### src/rtl/reg_wb_pkg.sv
// Shared types and widths for the register writeback path.
package reg_wb_pkg;

  localparam int unsigned REG_ADDR_W = 5;
  localparam int unsigned DATA_W     = 32;
  localparam int unsigned NUM_REGS   = 32;

  typedef struct packed {
    logic [REG_ADDR_W-1:0] addr;
    logic [DATA_W-1:0]     data;
  } wb_entry_t;

endpackage

### src/rtl/wb_fifo.sv
// Writeback queue storage: up to two pushes and one pop per cycle.
// push1 is only meaningful together with push0 (it lands one slot behind it).
module wb_fifo
  import reg_wb_pkg::*;
#(
  parameter int unsigned DEPTH = 4
) (
  input  logic                   clock,
  input  logic                   reset,
  input  logic                   push0,
  input  wb_entry_t              push0_data,
  input  logic                   push1,
  input  wb_entry_t              push1_data,
  input  logic                   pop,
  output wb_entry_t              head,
  output logic                   full,
  output logic                   empty,
  output logic [$clog2(DEPTH):0] count
);

  localparam int unsigned PtrW = $clog2(DEPTH);
  localparam int unsigned CntW = PtrW + 1;

  wb_entry_t       mem_q [DEPTH];
  logic [PtrW-1:0] wr_ptr_q, wr_ptr_d;
  logic [PtrW-1:0] rd_ptr_q, rd_ptr_d;
  logic [CntW-1:0] count_q, count_d;
  logic            pop_en;

  // Pointer and occupancy next-state; pointers wrap naturally (DEPTH is a power of two).
  always_comb begin
    pop_en   = pop & (count_q != '0);
    wr_ptr_d = wr_ptr_q + PtrW'(push0) + PtrW'(push1);
    rd_ptr_d = rd_ptr_q + PtrW'(pop_en);
    count_d  = count_q + CntW'(push0) + CntW'(push1) - CntW'(pop_en);
  end

  // Pointer and count registers.
  always_ff @(posedge clock) begin
    if (reset) begin
      wr_ptr_q <= '0;
      rd_ptr_q <= '0;
      count_q  <= '0;
    end else begin
      wr_ptr_q <= wr_ptr_d;
      rd_ptr_q <= rd_ptr_d;
      count_q  <= count_d;
    end
  end

  // Entry storage; contents need no reset since count gates visibility.
  always_ff @(posedge clock) begin
    if (push0) mem_q[wr_ptr_q] <= push0_data;
    if (push1) mem_q[wr_ptr_q + PtrW'(1)] <= push1_data;
  end

  assign head  = mem_q[rd_ptr_q];
  assign count = count_q;
  assign full  = (count_q == CntW'(DEPTH));
  assign empty = (count_q == '0);

endmodule

### src/rtl/reg_writeback_ctrl.sv
// Arbitrates load and ALU writebacks into a shared queue, drains one entry
// per cycle to the register file and tracks pending destinations in a scoreboard.
module reg_writeback_ctrl
  import reg_wb_pkg::*;
#(
  parameter int unsigned DEPTH = 4
) (
  input  logic                   clock,
  input  logic                   reset,
  input  logic                   mem_valid,
  output logic                   mem_ready,
  input  logic [REG_ADDR_W-1:0]  mem_addr,
  input  logic [DATA_W-1:0]      mem_data,
  input  logic                   alu_valid,
  output logic                   alu_ready,
  input  logic [REG_ADDR_W-1:0]  alu_addr,
  input  logic [DATA_W-1:0]      alu_data,
  input  logic                   rsv_valid,
  input  logic [REG_ADDR_W-1:0]  rsv_addr,
  output logic                   rf_we,
  output logic [REG_ADDR_W-1:0]  rf_waddr,
  output logic [DATA_W-1:0]      rf_wdata,
  output logic [NUM_REGS-1:0]    busy,
  output logic [$clog2(DEPTH):0] fifo_count
);

  localparam int unsigned CntW = $clog2(DEPTH) + 1;

  logic                  mem_acc, alu_acc;
  logic                  push0, push1, pop;
  wb_entry_t             push0_data, push1_data, mem_entry, alu_entry, head;
  logic                  fifo_full, fifo_empty;
  logic                  rf_we_q, rf_we_d;
  logic [REG_ADDR_W-1:0] rf_waddr_q;
  logic [DATA_W-1:0]     rf_wdata_q;
  logic [NUM_REGS-1:0]   busy_q, busy_d;

  // Handshake and push steering. Readiness uses the registered count only, so
  // the ALU port is held back when mem takes the last free slot.
  always_comb begin
    mem_ready  = ~reset & ~fifo_full;
    alu_ready  = ~reset & ((fifo_count <= CntW'(DEPTH - 2)) ||
                           ((fifo_count == CntW'(DEPTH - 1)) && !mem_valid));
    mem_acc    = mem_valid & mem_ready;
    alu_acc    = alu_valid & alu_ready;
    mem_entry  = '{addr: mem_addr, data: mem_data};
    alu_entry  = '{addr: alu_addr, data: alu_data};
    push0      = mem_acc | alu_acc;
    push0_data = mem_acc ? mem_entry : alu_entry;
    push1      = mem_acc & alu_acc;
    push1_data = alu_entry;
    pop        = ~fifo_empty;
  end

  wb_fifo #(
    .DEPTH (DEPTH)
  ) u_wb_fifo (
    .clock      (clock),
    .reset      (reset),
    .push0      (push0),
    .push0_data (push0_data),
    .push1      (push1),
    .push1_data (push1_data),
    .pop        (pop),
    .head       (head),
    .full       (fifo_full),
    .empty      (fifo_empty),
    .count      (fifo_count)
  );

  // Scoreboard next-state: clear on write, set on reserve (set wins), r0 never busy.
  always_comb begin
    rf_we_d = pop && (head.addr != '0);
    busy_d  = busy_q;
    if (rf_we_q) busy_d[rf_waddr_q] = 1'b0;
    if (rsv_valid && (rsv_addr != '0)) busy_d[rsv_addr] = 1'b1;
    busy_d[0] = 1'b0;
  end

  // Register-file write port and scoreboard registers; r0 entries are dropped.
  always_ff @(posedge clock) begin
    if (reset) begin
      rf_we_q    <= 1'b0;
      rf_waddr_q <= '0;
      rf_wdata_q <= '0;
      busy_q     <= '0;
    end else begin
      rf_we_q <= rf_we_d;
      busy_q  <= busy_d;
      if (rf_we_d) begin
        rf_waddr_q <= head.addr;
        rf_wdata_q <= head.data;
      end
    end
  end

  assign rf_we    = rf_we_q;
  assign rf_waddr = rf_waddr_q;
  assign rf_wdata = rf_wdata_q;
  assign busy     = busy_q;

endmodule

### config.mk
export PLATFORM = sky130hd
export DESIGN_NAME = reg_writeback_ctrl
export DESIGN_NICKNAME = d
export VERILOG_FILES = /design/src/rtl/reg_wb_pkg.sv /design/src/rtl/wb_fifo.sv /design/src/rtl/reg_writeback_ctrl.sv
export SDC_FILE = /design/constraint.sdc
export NUM_CORES = 1
export LEC_CHECK = 0
export ABC_CLOCK_PERIOD_IN_PS = 9220
export CORE_ASPECT_RATIO = 1.5
export CORE_UTILIZATION = 55
export CTS_BUF_LIST = sky130_fd_sc_hd__clkbuf_8
export CTS_CLUSTER_DIAMETER = 50
export DETAILED_ROUTE_END_ITERATION = 8
export PLACE_DENSITY = 0.81
export SETUP_SLACK_MARGIN = 0.4
export SYNTH_ARGS = -nofsm -noshare
export SYNTH_HDL_FRONTEND = slang
export SYNTH_SLANG_ARGS = --single-unit
### constraint.sdc
create_clock -name clock -period 9.22 [get_ports clock]
set_clock_uncertainty 0.05 [all_clocks]
set_input_delay 1.844 -clock clock [delete_from_list [all_inputs] [get_ports clock]]
set_output_delay 1.844 -clock clock [all_outputs]
set_load 0.03 [all_outputs]
## Word-level counts from Yosys, hierarchy flattened

Memories as Yosys holds them, arrays and structs flattened. A register that Yosys moved wholly into a read port is not among the register bits.
Index checks and enable logic that the tools add are counted.

- Word-level logic and storage cells: 59
- Bits in writable memories: 148
- Output and inout bits: 75
- Memories: 1
- Register bits after elaboration: 77

- Bitwise gates (word level): 13
- Mux-type cells: 12
- Equality and inequality tests: 2
- Reduce and logical (&&, ||, !) cells: 11
- Order comparisons: 5
- Add/subtract/negate cells: 7

Memories:

| memory | words | width | rd ports | clocked after memory_dff | write ports | RTL line | RTL |
|---|---|---|---|---|---|---|---|
| u_wb_fifo.mem_q | 4 | 37 | 1 | 1 | 2 | wb_fifo.sv:24 | `wb_entry_t mem_q [DEPTH];` |

Operators by type and width:

| kind | count |
|---|---|
| $mux 32 | 2 |
| $mux 37 | 1 |
| $and 32x32->32 | 1 |
| $not 32->32 | 1 |
| $or 32x32->32 | 1 |
| $lt 5x6->1 const B | 2 |
| $demux 1 s5 | 2 |
| $ge 5x1->1 const B | 2 |
| $reduce_bool 5->1 | 2 |
| $add 2x1->2 | 3 |
| $add 3x1->3 | 2 |
| $and 1x1->1 | 6 |
| $mux 1 | 6 |
| $logic_and 1x1->1 | 5 |
| $eq 3x2->1 const B | 1 |
| $eq 3x3->1 const B | 1 |
| $le 3x2->1 const B | 1 |
| $logic_not 3->1 | 1 |
| $not 1->1 | 3 |
| $reduce_bool 3->1 | 1 |
| $sub 3x1->3 | 1 |
| $add 2x1->2 const B | 1 |
| $mux 2 | 1 |
| $logic_not 1->1 | 1 |
| 2 further kinds | 2 |

## Logic depth before layout (Yosys ltp)

Gate-level depths: netlist (run 1).

- Depth after elaboration: 9
- Mapped depth: 11

## Modules after synthesis

From an unflattened synthesis (run 1), not the netlist that was laid out.

- Cell total of the unflattened synthesis: 826
- Area total of the unflattened synthesis: 11687.5 sq um

Modules (own cells, without submodules):

| module | area each (sq um) | instances | cells each | seq. area each (sq um) |
|---|---|---|---|---|
| wb_fifo | 7872.6 | 1 | 398 | 4584.4 |
| reg_writeback_ctrl | 3814.9 | 1 | 428 | 1381.3 |

## Worst setup path after synthesis (run 1)

Ideal clock, no wire load.

- Path type: input-to-reg
- From: input port reset
- To: memory u_wb_fifo.mem_q[0][0] in the netlist's numbering, enable pin
- Slack: 3.909 ns
- Data required time: 8.725 ns
- Setup time: 0.445 ns
- Stages on the path: 6
- Data arrival time: 4.817 ns
- Path buffers: 3
- Cell sequence: buf_2 > inv_1 > clkbuf_1 > clkbuf_1 > nand4_1 > o22ai_1

RTL lines:

| element | RTL line | RTL |
|---|---|---|
| from (decl) | reg_writeback_ctrl.sv:9 | `input logic reset,` |
| to (decl) | wb_fifo.sv:24 |  |

## Final worst setup path (run 1)

- From: input port mem_valid
- To: output port alu_ready

- Word-level cells in the longest chain between the ends: 4

RTL lines:

| element | RTL line | RTL |
|---|---|---|
| from (decl) | reg_writeback_ctrl.sv:10 | `input logic mem_valid,` |
| $logic_not 1->1 | reg_writeback_ctrl.sv:43 | `((fifo_count == CntW'(DEPTH - 1)) && !mem_valid));` |
| $logic_and 1x1->1 | reg_writeback_ctrl.sv:43 |  |
| $logic_or 1x1->1 | reg_writeback_ctrl.sv:42 | `alu_ready = ~reset & ((fifo_count <= CntW'(DEPTH - 2)) \|\|` |
| $and 1x1->1 | reg_writeback_ctrl.sv:42 |  |
| to (decl) | reg_writeback_ctrl.sv:15 | `output logic alu_ready,` |

Every way passes these cells.

==> summary.md, run 1 <==
| Metric | Value |
|---|---|
| Status | complete, but fails checks |
| Failing checks | DRC |
| FP Rows | 63 |
| Pin count of the biggest net entering global routing | between 100 and 150 |
| Synthesized cell area | 0.0110 sq mm |
| CP Data Arrival Time | 3700 ps |
| Placed instance area | 0.0127 sq mm |
| Power Dens Cells | ~270 mW/mm^2 |
| Initial antenna violation count | 0 |
| Syn_area_per_cell | 13.3 sq um |
| CTS H-tree lvls | 1 |
| Share of the synthesized area in the top cell type | ~40% |
| FF+latch count, synth | roughly 220 |
| Fin crit share | 60.7% |
| Met2 wire length | 13,600 microns |
| Vias in the first global route | 7,758 |
| Count leader, synth | edfxtp_1 |
| GRT overflow | 0 |
| Post CTS Setup Buffer Count | 0 |
| CTS resizes | 0 |
| Top layer in use | met4 |
| Setup WS pre-CTS | 3540 ps |
| Final setup viols | 0 |
| R2R setup slack | 5890 ps |
| CTS tree | done |
| Worst skew pair latency | around 580 ps |
| Post-synth EDFFs | 148 |
| R2R cell count | 8 |
| Most frequent cells after synthesis | edfxtp_1, mux2_2, dfxtp_1 |
| Critical path peak fanout | 6 |
| Ys async rst share | 0% |
| Die W | 118 microns |
| Max-Cap Viols | 0 |
| Nets | 1,064 |
| GRT Overall Usage | 25.1% |
| Clock sink count | about 220 |
| Slew margin rel. | 25.6% |
| Worst R2R End | u_wb_fifo.count[1] |
| Max-slew violation count | 0 |
| Met3 WL post-DR | roughly 1500 microns |
| Gpl congestion | 0.862 |
| Crit start category | primary input |
| CP max stage cell | clkdlybuf4s50_1 |
| DP HPWL | 16,200 microns |
| Antenna fix cells | 0 |
| Worst EP required | 7330 ps |
| Most frequent CP cell | clkdlybuf4s50_1 |
| Total power | 3.60 mW |
| Hold_buf cts | 0 |
| DRT iter0 DRCs | 517 |
| Post-synthesis cell type count | 46 |
| Clk buf depth | 3 |
| Worst R2R Start | u_wb_fifo.count[1] |
| Crit-path cells | clkdlybuf4s50_1 -> nand2_1 -> a31oi_2 -> nor2_1 -> clkdlybuf4s50_1 |
| WHS Endpoint | busy[31] |
| Largest area contributor in the netlist | edfxtp_1 |
| Die height | 176 microns |
| Class of the most critical setup path | primary input to primary output |
| Leakage | 4.56 nW |
| WL final | 26,000 microns |
| Fin area | 0.0134 sq mm |
| Finished Core Util | 67.8% |
| Hold Path Class | flop to flop |
| Setup TNS Final | 0 ps |
| Final Hold Viols | 0 |
| Predominant post-synthesis flop cell | edfxtp_1 |
| Largest stage delay on the critical path | 610 ps |
| Die ar. | roughly 0.021 sq mm |
| Iteration count of the initial detailed-routing pass | 6 |
| Unrepaired setup endpoints after global routing | no |
| I/O pins | around 160 |
| Fmax | 0.179 GHz |
| First-pass GRT wire length | 41,000 microns |
| # DRC | 1 |
| Root Buffer Master | clkbuf_8 |
| Crit path capture type | primary output |
| Via density | 6.11 |
| Maximum VDD drop | 144 uV |
| Clk pin slew, worst setup/hold paths | 70 ps |
| Starting Density | between 50 and 60% |
| Wire length per cell | between 20 and 25 microns |
| Wl on met1 | 9950 microns |
| Hold Crit Depth | 2 |
| Detailed-route via count | 7,690 |
| Synth area leaders | edfxtp_1, dfxtp_1, mux2_2 |
| Worst Tran Pin Value | 1110 ps |
| Synth Warn # | 0 |
| Layout cells sized above 1 | 23.4% |
| Register area share after synthesis | 54.0% |
| PnR worst setup slack | 3620 ps |
| Buffers added on ports | 157 |
| Hold_sp | busy[31] |
| Syn nets | 920 |
| Period minus WS final | approximately 5600 ps |
| Core area | approximately 0.02 sq mm |
| Remaining antenna violation count after routing | 0 |
| Post-Syn Instances | 830 |
| Number of CTS-inserted buffers | 31 |
| Area Overhead vs Synth | 20.9% |
-- metrics by stage --
step	hold WS, ps	instances
3_3_place_gp	413	1201
3_5_place_dp	416	1201
6_report	426	1258
4_1_cts	425	1258
5_1_grt	454	1258
2_1_floorplan	508	830
-- per-layer routing --
layer | vias to the layer above | global-route usage, %
met3 | 67 | 3.15
met4 | 0 | 11.2
met1 | 3785 | 29.1
met2 | 306 | 46.2
li1 | 3532 | -
met5 | - | 0
-- state kept, by name, indices dropped and copies added, names as in the netlist --
signal,flops
u_wb_fifo.mem_q,148
rf_wdata,32
busy,31
rf_waddr,5
u_wb_fifo.count,3
u_wb_fifo.rd_ptr_q,2
u_wb_fifo.wr_ptr_q,2
rf_we,1
-- worst max-delay path by stage --
stage	cells after the start	to	slack [ps]	startpoint
global route	5	alu_ready	3500	mem_valid
global placement	11	u_wb_fifo.count[1]	3600	reset
CTS	5	alu_ready	3600	mem_valid
floorplan	6	u_wb_fifo.mem_q[0][0]	3910	reset
finish	5	alu_ready	3620	mem_valid
detailed placement	11	u_wb_fifo.count[1]	3540	reset
-- logic make-up after synthesis --
logic type | Yosys count | synth area share [%]
AOI/OAI and AO/OA | 112 | 7.18
other | 1 | 0.0340
buffers and inverters | 71 | 3.56
and+or+nand+nor | 228 | 11.4
xor gates and xnor gates | 3 | 0.238
DFF | 224 | 54.0
adders and majority gates | 6 | 0.884
muxes | 185 | 22.6
-- cell type report --
cell class                      count  area [sq um]
Fill cell                        1437          6350
Sequential cell                   224          5970
Multi-Input combinational cell    535          4730
Clock buffer                       31           427
Clock inverter                     26           181
Timing Repair Buffer              173          1690
Inverter                            9          33.8
Tap cell                          260           325
-- power breakdown --
group          total (mW)  switching [mW]  internal (mW)
Clock               0.767           0.371          0.397
Sequential           1.40           0.116           1.28
Combinational        1.44           0.830          0.607
-- worst max-delay path, delay by kind of cell --
family | cells | cell delay (ps)
and+or+nand+nor | 2 | 180
buffers and inverters | 2 | 1140
AOI/OAI and AO/OA | 1 | 540
-- layout by cell type, fill, tap and decap left out, types with 11 or more instances in the layout --
master,instances
a21oi_1,34
a32oi_1,32
and3_1,35
buf_4,16
clkbuf_8,31
clkdlybuf4s50_1,156
clkinv_1,13
dfxtp_1,74
edfxtp_1,148
inv_1,14
mux2_1,26
mux2_2,122
mux4_2,37
nand2_1,44
nand2b_1,33
nand3_1,40
nand4_1,34
nor2_1,11
o21ai_0,34
(Power assumes the default switching activity.)
==> run 2, diff against run 1 <==
ABC_CLOCK_PERIOD_IN_PS = 4960   (was 9220)
CORE_UTILIZATION = 51   (was 55)
PLACE_DENSITY = 0.78   (was 0.81)
clock period = 4.96 ns   (was 9.22 ns; I/O delays follow)
==> run 2 against run 1 <==
Effect of this change: worst setup slack got worse by 2600 ps; clock power rose by 84%; the run now ends clean; power rose by 86%; core utilization fell by 4.4 points; worst hold slack got worse by 2.5 ps; largest cell class unchanged; largest power group is now registers.
==> summary.md, run 2 (same netlist as run 1, synthesis figures left out) <==
| Metric | Value |
|---|---|
| Max-Cap Viols | 0 |
| Clk pin slew, worst setup/hold paths | about 60 ps |
| CP Data Arrival Time | 2850 ps |
| Clock sink count | 224 |
| Pin count of the biggest net entering global routing | 99 |
| Worst Tran Pin Value | 1020 ps |
| CTS H-tree lvls | 2 |
| Hold_buf cts | 0 |
| Crit start category | primary input |
| Most common cell after layout, fill and taps aside | clkdlybuf4s50_1 |
| Seq pwr share | 40.0% |
| Reg with most FFs | u_wb_fifo.mem_q |
| Hold Path Class | flop to flop |
| CTS resizes | 0 |
| Net Sw Frac | 36.7% |
| First-pass GRT wire length | 41,400 microns |
| WL final | 26,400 microns |
| Final Hold Viols | 0 |
| Power Dens Cells | 500 mW/mm^2 |
| Maximum VDD drop | 265 uV |
| Gpl congestion | 0.885 |
| Logic pwr share | 39.0% |
| Fmax | about 0.26 GHz |
| Class of the most critical setup path | primary input to primary output |
| Vias in the first global route | approximately 7,800 |
| Setup TNS Final | 0 ps |
| Wire length per cell | 20.7 microns |
| Post CTS Setup Buffer Count | 0 |
| Final setup viols | 0 |
| Fin crit share | 78.6% |
| Remaining antenna violation count after routing | 0 |
| CTS tree | done |
| FP Rows | between 60 and 70 |
| Detailed-route via count | 7,599 |
| Slew margin rel. | about a third |
| Die W | 122 microns |
| Via density | 5.98 |
| Filler cells | 1,606 |
| Initial antenna violation count | 1 |
| I/O pins | 159 |
| Die height | about 180 microns |
| Area Overhead vs Synth | 21.4% |
| Critical path peak fanout | 6 |
| Unrepaired setup endpoints after global routing | no |
| Max reg flops | ~150 |
| DRT iter0 DRCs | about 550 |
| Crit path capture type | primary output |
| Leakage | 4.59 nW |
| Worst EP required | 3920 ps |
| Nets | 1,069 |
| Status | completed |
| Total power | 6.70 mW |
| GRT Overall Usage | roughly a quarter |
| Max-slew violation count | 0 |
| Clk buf depth | 3 |
| Finished Core Util | between 60% and 70% |
| Iteration count of the initial detailed-routing pass | 5 |
| Cell-internal power | between 4 and 5 mW |
| GRT overflow | 0 |
| Die ar. | 0.0223 sq mm |
| Commonest non-fill, non-tap cells in the layout | clkdlybuf4s50_1, edfxtp_1, mux2_2 |
| Core area | 0.0211 sq mm |
| Buffers added on ports | 157 |
| DP HPWL | 16,800 microns |
| Period minus WS final | 3900 ps |
| Number of CTS-inserted buffers | 34 |
| Root Buffer Master | clkbuf_8 |
| Worst skew pair latency | a little over 500 ps |
| Layout cells sized above 1 | 24.3% |
| Clock network fraction of total power | 21.0% |
| Starting Density | 52.2% |
| # DRC | 0 |
| Sw Pwr | between 2 and 2.5 mW |
-- run 2: cell count changes in the layout (fill, tap and decap cells not counted) --
cell	previous run	this run
clkbuf_8	31	39
clkinv_1	13	7
bufinv_16	3	0
buf_12	0	1
buf_4	16	17
clkinv_2	4	5
clkinv_4	0	1
diode_2	0	1
inv_1	14	15
-- run 2: layout make-up --
| class | count | area [sq um] | area share (%) |
|---|---|---|---|
| antenna | 1 | 2.50 | 0.0187 |
| clock buffer | 39 | 537 | 4.00 |
| clock inverter | 20 | 86.3 | 0.644 |
| inverter | 9 | 33.8 | 0.252 |
| multi-input combinational | 535 | 4730 | 35.3 |
| sequential | 224 | 5970 | 44.5 |
| tap | 268 | 335 | 2.50 |
| timing repair buffer | 175 | 1710 | 12.8 |
-- run 2: power by group through the flow --
stage	clock [mW]	sequential, mW	combinational [mW]
floorplan	0	2.85	1.58
global placement	0	2.70	2.57
detailed placement	0	2.72	2.61
CTS	1.43	2.68	2.62
global route	1.51	2.72	2.81
finish	1.41	2.68	2.61
-- run 2: stage by stage --
| stage | worst slack, ps | hold slack [ps] | area (sq um) | instances |
|---|---|---|---|---|
| after floorplan | 501 | 508 | 11000 | 830 |
| after global placement | 1010 | 409 | 12800 | 1211 |
| after detailed placement | 961 | 418 | 12800 | 1211 |
| after CTS | 1050 | 426 | 13400 | 1270 |
| after global routing | 967 | 442 | 13400 | 1271 |
| final | 1060 | 424 | 13400 | 1271 |
-- run 2: worst max-delay path, cell delays in order --
cell	delay [ps]
clkdlybuf4s50_1	510
nand2_1	100
a31oi_2	570
nor2_1	70
clkdlybuf4s50_1	610
-- run 2: path summary, 6_finish.rpt --
path	startpoint	end	slack [ps]	cells past startpoint
worst min register to register	busy[1]	busy[1]	420	2
worst max register to register	u_wb_fifo.rd_ptr_q[0]	rf_wdata[17]	1820	5
worst max-delay path	mem_valid	alu_ready	1060	5
worst min-delay path	busy[1]	busy[1]	420	2
-- run 2: routing by layer --
layer / GRT usage (%) / vias to the layer above / wire, microns
met5: 0 / - / 0
met4: 8.39 / 0 / 539
met3: 3.69 / 37 / 1610
met2: 43.3 / 288 / 14100
met1: 29.1 / 3736 / 10100
li1: - / 3538 / -
